File: config.mk
export PLATFORM = sky130hd
export DESIGN_NAME = approx_adder_pipe
export DESIGN_NICKNAME = d
export VERILOG_FILES = /design/src/rtl/approx_adder_pipe_pkg.sv /design/src/rtl/approx_seg_comb.sv /design/src/rtl/approx_adder_pipe.sv
export SDC_FILE = /design/constraint.sdc
export NUM_CORES = 1
export LEC_CHECK = 0
export ABC_AREA = 1
export CAP_MARGIN = 20
export CORE_MARGIN = 5
export CORE_UTILIZATION = 50
export CTS_CLUSTER_DIAMETER = 150
export DETAILED_ROUTE_END_ITERATION = 6
export PLACE_DENSITY_LB_ADDON = 0.05
export SLEW_MARGIN = 20
export SYNTH_ARGS = -nofsm -noshare
export SYNTH_HDL_FRONTEND = slang
export SYNTH_SLANG_ARGS = --single-unit
File: constraint.sdc
create_clock -name clk -period 2.3 [get_ports clk]
set_input_delay 0.69 -clock clk [delete_from_list [all_inputs] [get_ports clk]]
set_output_delay 0.69 -clock clk [all_outputs]
set_load 0.02 [all_outputs]
File: src/rtl/approx_adder_pipe_pkg.sv
// Shared definitions for the segmented approximate adder pipeline:
// mode encoding and parameter legality check.
package approx_adder_pipe_pkg;

  localparam logic MODE_EXACT  = 1'b0;
  localparam logic MODE_APPROX = 1'b1;

  function automatic bit params_legal(input int width, input int exact_lsb, input int apx_bits);
    return (exact_lsb >= 1) && (apx_bits >= 1) && (exact_lsb + apx_bits < width);
  endfunction

endpackage

File: src/rtl/approx_seg_comb.sv
// Combinational segmented approximate sum: exact low segment, OR-approximated
// middle segment, carry-broken upper segment.
module approx_seg_comb #(
  parameter int WIDTH     = 16,
  parameter int EXACT_LSB = 6,
  parameter int APX_BITS  = 4
) (
  input  logic [WIDTH-1:0] a,
  input  logic [WIDTH-1:0] b,
  input  logic             cin,
  output logic [WIDTH-1:0] sum,
  output logic             co
);

  localparam int T  = EXACT_LSB + APX_BITS - 1;
  localparam int UW = WIDTH - EXACT_LSB - APX_BITS;

  logic [EXACT_LSB:0] lo;
  logic [UW:0]        up;
  logic               y;
  logic [APX_BITS-1:0] mid;

  assign lo  = {1'b0, a[EXACT_LSB-1:0]} + {1'b0, b[EXACT_LSB-1:0]} + {{EXACT_LSB{1'b0}}, cin};
  assign y   = (a[T] & b[T]) | (lo[EXACT_LSB] & (a[T] | b[T]));
  assign mid = (a[T:EXACT_LSB] ^ b[T:EXACT_LSB]) | {APX_BITS{y}};
  // The upper segment never sees a carry from below.
  assign up  = {1'b0, a[WIDTH-1:T+1]} + {1'b0, b[WIDTH-1:T+1]};
  assign sum = {up[UW-1:0], mid, lo[EXACT_LSB-1:0]};
  assign co  = up[UW];

endmodule

File: src/rtl/approx_adder_pipe.sv
// Two-stage valid/ready pipelined adder with per-beat exact/approximate mode
// and a saturating counter of approximate results that differ from exact.
module approx_adder_pipe
  import approx_adder_pipe_pkg::*;
#(
  parameter int WIDTH     = 16,
  parameter int EXACT_LSB = 6,
  parameter int APX_BITS  = 4,
  parameter int CNT_W     = 16
) (
  input  logic             clk,
  input  logic             rst_n,
  input  logic             in_valid,
  output logic             in_ready,
  input  logic [WIDTH-1:0] in_a,
  input  logic [WIDTH-1:0] in_b,
  input  logic             in_cin,
  input  logic             in_mode,
  output logic             out_valid,
  input  logic             out_ready,
  output logic [WIDTH-1:0] out_sum,
  output logic             out_co,
  output logic             out_mode,
  input  logic             err_clr,
  output logic [CNT_W-1:0] err_cnt
);

  localparam int HW = WIDTH - EXACT_LSB;

  if (!params_legal(WIDTH, EXACT_LSB, APX_BITS)) begin : g_illegal
    $error("approx_adder_pipe: need EXACT_LSB>=1, APX_BITS>=1, EXACT_LSB+APX_BITS<WIDTH");
  end

  logic ready_en;
  logic stall;
  logic acc;

  assign stall    = out_valid & ~out_ready;
  assign in_ready = ready_en & ~stall;
  assign acc      = in_valid & in_ready;

  // Stage 1: operands plus the exact low segment, shared by both modes.
  logic                 v1;
  logic [WIDTH-1:0]     a1;
  logic [WIDTH-1:0]     b1;
  logic                 cin1;
  logic                 mode1;
  logic [EXACT_LSB-1:0] lo1;
  logic                 clo1;
  logic [EXACT_LSB:0]   lo_s0;

  assign lo_s0 = {1'b0, in_a[EXACT_LSB-1:0]} + {1'b0, in_b[EXACT_LSB-1:0]}
               + {{EXACT_LSB{1'b0}}, in_cin};

  always_ff @(posedge clk or negedge rst_n) begin
    if (!rst_n) begin
      ready_en <= 1'b0;
      v1       <= 1'b0;
      a1       <= '0;
      b1       <= '0;
      cin1     <= 1'b0;
      mode1    <= MODE_EXACT;
      lo1      <= '0;
      clo1     <= 1'b0;
    end else begin
      ready_en <= 1'b1;
      if (!stall) begin
        v1 <= acc;
        if (acc) begin
          a1    <= in_a;
          b1    <= in_b;
          cin1  <= in_cin;
          mode1 <= in_mode;
          lo1   <= lo_s0[EXACT_LSB-1:0];
          clo1  <= lo_s0[EXACT_LSB];
        end
      end
    end
  end

  // Stage 2: finish the exact carry chain from the stage-1 low carry.
  logic [WIDTH-1:0] apx_sum;
  logic             apx_co;
  logic [HW:0]      hi2;
  logic [WIDTH:0]   exact2;
  logic [WIDTH:0]   ref2;

  approx_seg_comb #(
    .WIDTH    (WIDTH),
    .EXACT_LSB(EXACT_LSB),
    .APX_BITS (APX_BITS)
  ) u_seg (
    .a  (a1),
    .b  (b1),
    .cin(cin1),
    .sum(apx_sum),
    .co (apx_co)
  );

  assign hi2    = {1'b0, a1[WIDTH-1:EXACT_LSB]} + {1'b0, b1[WIDTH-1:EXACT_LSB]}
                + {{HW{1'b0}}, clo1};
  assign exact2 = {hi2, lo1};

  always_ff @(posedge clk or negedge rst_n) begin
    if (!rst_n) begin
      out_valid <= 1'b0;
      out_sum   <= '0;
      out_co    <= 1'b0;
      out_mode  <= MODE_EXACT;
      ref2      <= '0;
    end else if (!stall) begin
      out_valid <= v1;
      if (v1) begin
        out_sum  <= (mode1 == MODE_APPROX) ? apx_sum : exact2[WIDTH-1:0];
        out_co   <= (mode1 == MODE_APPROX) ? apx_co  : exact2[WIDTH];
        out_mode <= mode1;
        ref2     <= exact2;
      end
    end
  end

  logic mism;
  assign mism = (out_mode == MODE_APPROX) && ({out_co, out_sum} != ref2);

  always_ff @(posedge clk or negedge rst_n) begin
    if (!rst_n) begin
      err_cnt <= '0;
    end else if (err_clr) begin
      err_cnt <= '0;
    end else if (out_valid && out_ready && mism && (err_cnt != {CNT_W{1'b1}})) begin
      err_cnt <= err_cnt + 1'b1;
    end
  end

endmodule

==> flow_summary_export.csv, run 1 <==
group,metric,value,unit
floorplan,dieWidth,115,um
grt,grt_pass1_wl,22400,um
routing,drc,0,
place,port_buffers,74,
clock_network,cts_inserted_buffers,9,
run,drv_cap,0,
yosys,syn-instance-count,735,
setup_path,cp_num_buf_inv,1,
yosys,synth.distinct_cells,36,
clock_network,tritoncts,"yes",
grt,grt.met1_usage,0.324,
yosys,async_flop_share,1.00,
cells_and_area,fillerInstances,999,
yosys,seq_area_frac_synth,0.430,
timing,finalCriticalPeriod,2.17,ns
grt,grt.busiest_layer,"met1",
cells_and_area,area_growth_syn_to_layout,23.6,%
yosys,ys_ff_latch,95,
timing,report.final.slew_viol_count,0,
yosys,synth_common_cells,"nand2_1, dfrtp_1, inv_1",
yosys,yosysTopAreaCell,"dfrtp_1",
cells_and_area,fin_nets,894,
setup_path,rr_startpoint,"a1[6]",
floorplan,io_pins,75,
grt,met2_usage,0.311,
setup_path,rr_worst_depth,11,
setup_path,worstSetupPathType,"flop to output port",
setup_path,reg2reg_slack,0.28,ns
timing,final.setup_skew,0.00899,ns
timing,final.setup.worst_slack,0.129,ns
setup_path,critical_path.max_fanout,8,
yosys,synthesis.nets,803,
yosys,synth_edf_count,0,
clock_network,post_cts_buffers,0,
timing,finalHoldViolCount,0,
yosys,yosysMostFrequentCell,"nand2_1",
routing,wl,13100,um
floorplan,fp-row-count,38,
floorplan,die_y,115,um
yosys,yosysWarnings,0,
cells_and_area,drive_gt1_frac,0.0795,
setup_path,cpMaxStageDelayCell,"clkdlybuf4s50_1",
place,gp_congestion,0.839,
place,post-place-cells,955,
run_status,outcome,"finished, final reports clean",
floorplan,core_area,10800,um2
cells_and_area,num_antenna_cells,0,
setup_path,cp.arrival,1.48,ns
timing,clock.fmax,0.461,GHz
clock_network,clk_path_buf_depth,2,
yosys,syn_area_per_cell,7.51,um2
grt,antenna_found_initial,0,
grt,grt_max_degree,43,
place,dp_hpwl,10200,um
floorplan,start_util,0.509,
clock_network,insertion_delay,0.36,ns
setup_path,reg2reg_to,"out_sum[14]",
setup_path,worstPathRequired,1.61,ns
timing,hold_slack,0.272,ns
timing,setup_viol,0,
routing,num_vias,4944,
power_and_ir_drop,ir_worst_vdd,461,uV
setup_path,critPathCaptureType,"output port",
clock_network,ctsHoldBuffers,0,
power_and_ir_drop,power.density,886,nW/um2
routing,wl_per_cell,13.5,um
yosys,synth_area,5520,um2
floorplan,die-area,13200,um2
clock_network,cts.sinks,95,
clock_network,cts-root-buf,"clkbuf_8",
clock_network,clkTransAtPathRegs,0.09,ns
timing,rsz0062_at_grt,"no",
setup_path,path_delay_family,"buffers and inverters",
power_and_ir_drop,totalPowerFinal,6.04,mW
setup_path,crit_chain,"clkdlybuf4s50_1",
routing,ant_nets,0,
yosys,ys.flop_type,"dfrtp_1",
grt,use_met3,0.0253,
routing,drt_iter0_markers,400,
grt,grt_use_total,0.210,
place,place_ws,-0.308,ns
cells_and_area,layout.cells.non_filler,970,
routing,viasPerCell,5.10,
grt,overflow,0,
setup_path,cp-start-kind,"flop",
worst_hold_path,hold_class,"primary input to asynchronous set/reset pin",
yosys,netlist_top_cells_area,"dfrtp_1, nand2_1, inv_1",
power_and_ir_drop,leakagePower,3.55,nW
routing,drt_pre_antenna_iters,5,
clock_network,htree_levels,3,
timing,period_share,0.944,
grt,grt_pass1_vias,4636,
yosys,synth_top_area_share,0.430,
setup_path,crit_path_max_incr_delay,0.64,ns
stage by stage:
stage | area, um2 | util | TNS (ns)
floorplan | 5520 | - | 0
finish | 6830 | 0.630 | 0
detailed placement | 6610 | 0.610 | -0.755
global placement | 6610 | 0.610 | -0.609
CTS | 6830 | 0.630 | 0
global route | 6830 | 0.630 | 0
state kept, by name, summed over array words and instances, names as in the netlist:
name and count:
out_sum 16, a1 16, v1 1, b1 16, cin1 1, ready_en 1, mode1 1, out_valid 1
lo1 6, out_mode 1, out_co 1, clo1 1, ref2 17, err_cnt 16
logic make-up (layout without fill, tap and decap cells):
group,count (synthesis),count (layout),synth area share
compound gates,66,66,0.0662
xor+xnor,19,19,0.0301
fa+ha+maj,29,29,0.0752
buf+inv,111,206,0.0791
flops,95,95,0.430
other cells,1,1,0.000679
simple gates,414,414,0.318
worst register-to-register path: stages, from the launching register on:
cell	delay, ns
dfrtp_1	0.37
inv_1	0.08
fa_1	0.41
inv_1	0.12
fa_1	0.22
nand3_1	0.08
nand3_1	0.17
nand2_1	0.11
nand2_1	0.11
nand3_1	0.08
nand3_1	0.10
o21ai_1	0.07
power by group:
part           leakage, nW  switching [mW]  total (mW)  internal (mW)
combinational         2.25            1.36        2.39           1.03
clock                0.103           0.569        1.21          0.638
sequential            1.19           0.360        2.44           2.08
per-layer routing:
metal | up-vias | routed length (um)
li1 | 2502 | -
met1 | 2308 | 6730
met2 | 121 | 5590
met3 | 13 | 615
met4 | 0 | 157
met5 | - | 0
final cells by class:
cell class                      count  area, um2  share of cell area
Clock buffer                       12        145              0.0213
Clock inverter                      3       67.6             0.00990
Inverter                           86        323              0.0473
Multi-Input combinational cell    529       2720               0.399
Sequential cell                    95       2380               0.348
Tap cell                          140        175              0.0257
Timing Repair Buffer              105       1020               0.149
timing repair:
| item | in CTS | in global routing |
|---|---|---|
| resized for setup | 3 | 3 |
| pin swaps | 0 | 0 |
| endpoints found under the setup margin | 1 | 2 |
| hold endpoints to repair | 0 | 0 |
| cloned | 0 | 0 |
worst max-delay path by stage:
stage                from          to  slack [ns]  cells past startpoint
2_1_floorplan     in_a[0]        clo1        0.36                     10
3_3_place_gp    out_ready    in_ready       -0.31                      4
3_5_place_dp    out_ready    in_ready       -0.31                      4
4_1_cts        err_cnt[6]  err_cnt[6]      0.0003                      1
5_1_grt         out_ready    in_ready        0.06                      4
6_report       err_cnt[6]  err_cnt[6]        0.13                      1
placed cells by master (no fill, tap or decap), types with 22 or more instances in the layout:
| master | n |
|---|---|
| nand3_1 | 57 |
| buf_4 | 28 |
| ha_1 | 22 |
| nand2_1 | 267 |
| clkdlybuf4s50_1 | 72 |
| nand4_1 | 22 |
| inv_1 | 79 |
| dfrtp_1 | 94 |
| nor2_1 | 50 |
| o21ai_1 | 29 |
(Power assumes the default switching activity.)
==> run 2, diff against run 1 <==
--- a/config.mk
+++ b/config.mk
@@ -6,6 +6,7 @@
 export NUM_CORES = 1
 export LEC_CHECK = 0
 export ABC_AREA = 1
+export ABC_CLOCK_PERIOD_IN_PS = 2300
 export CAP_MARGIN = 20
 export CORE_MARGIN = 5
 export CORE_UTILIZATION = 50
==> results of run 2 <==
Final layout, timing and power as in run 1 (identical DEF).
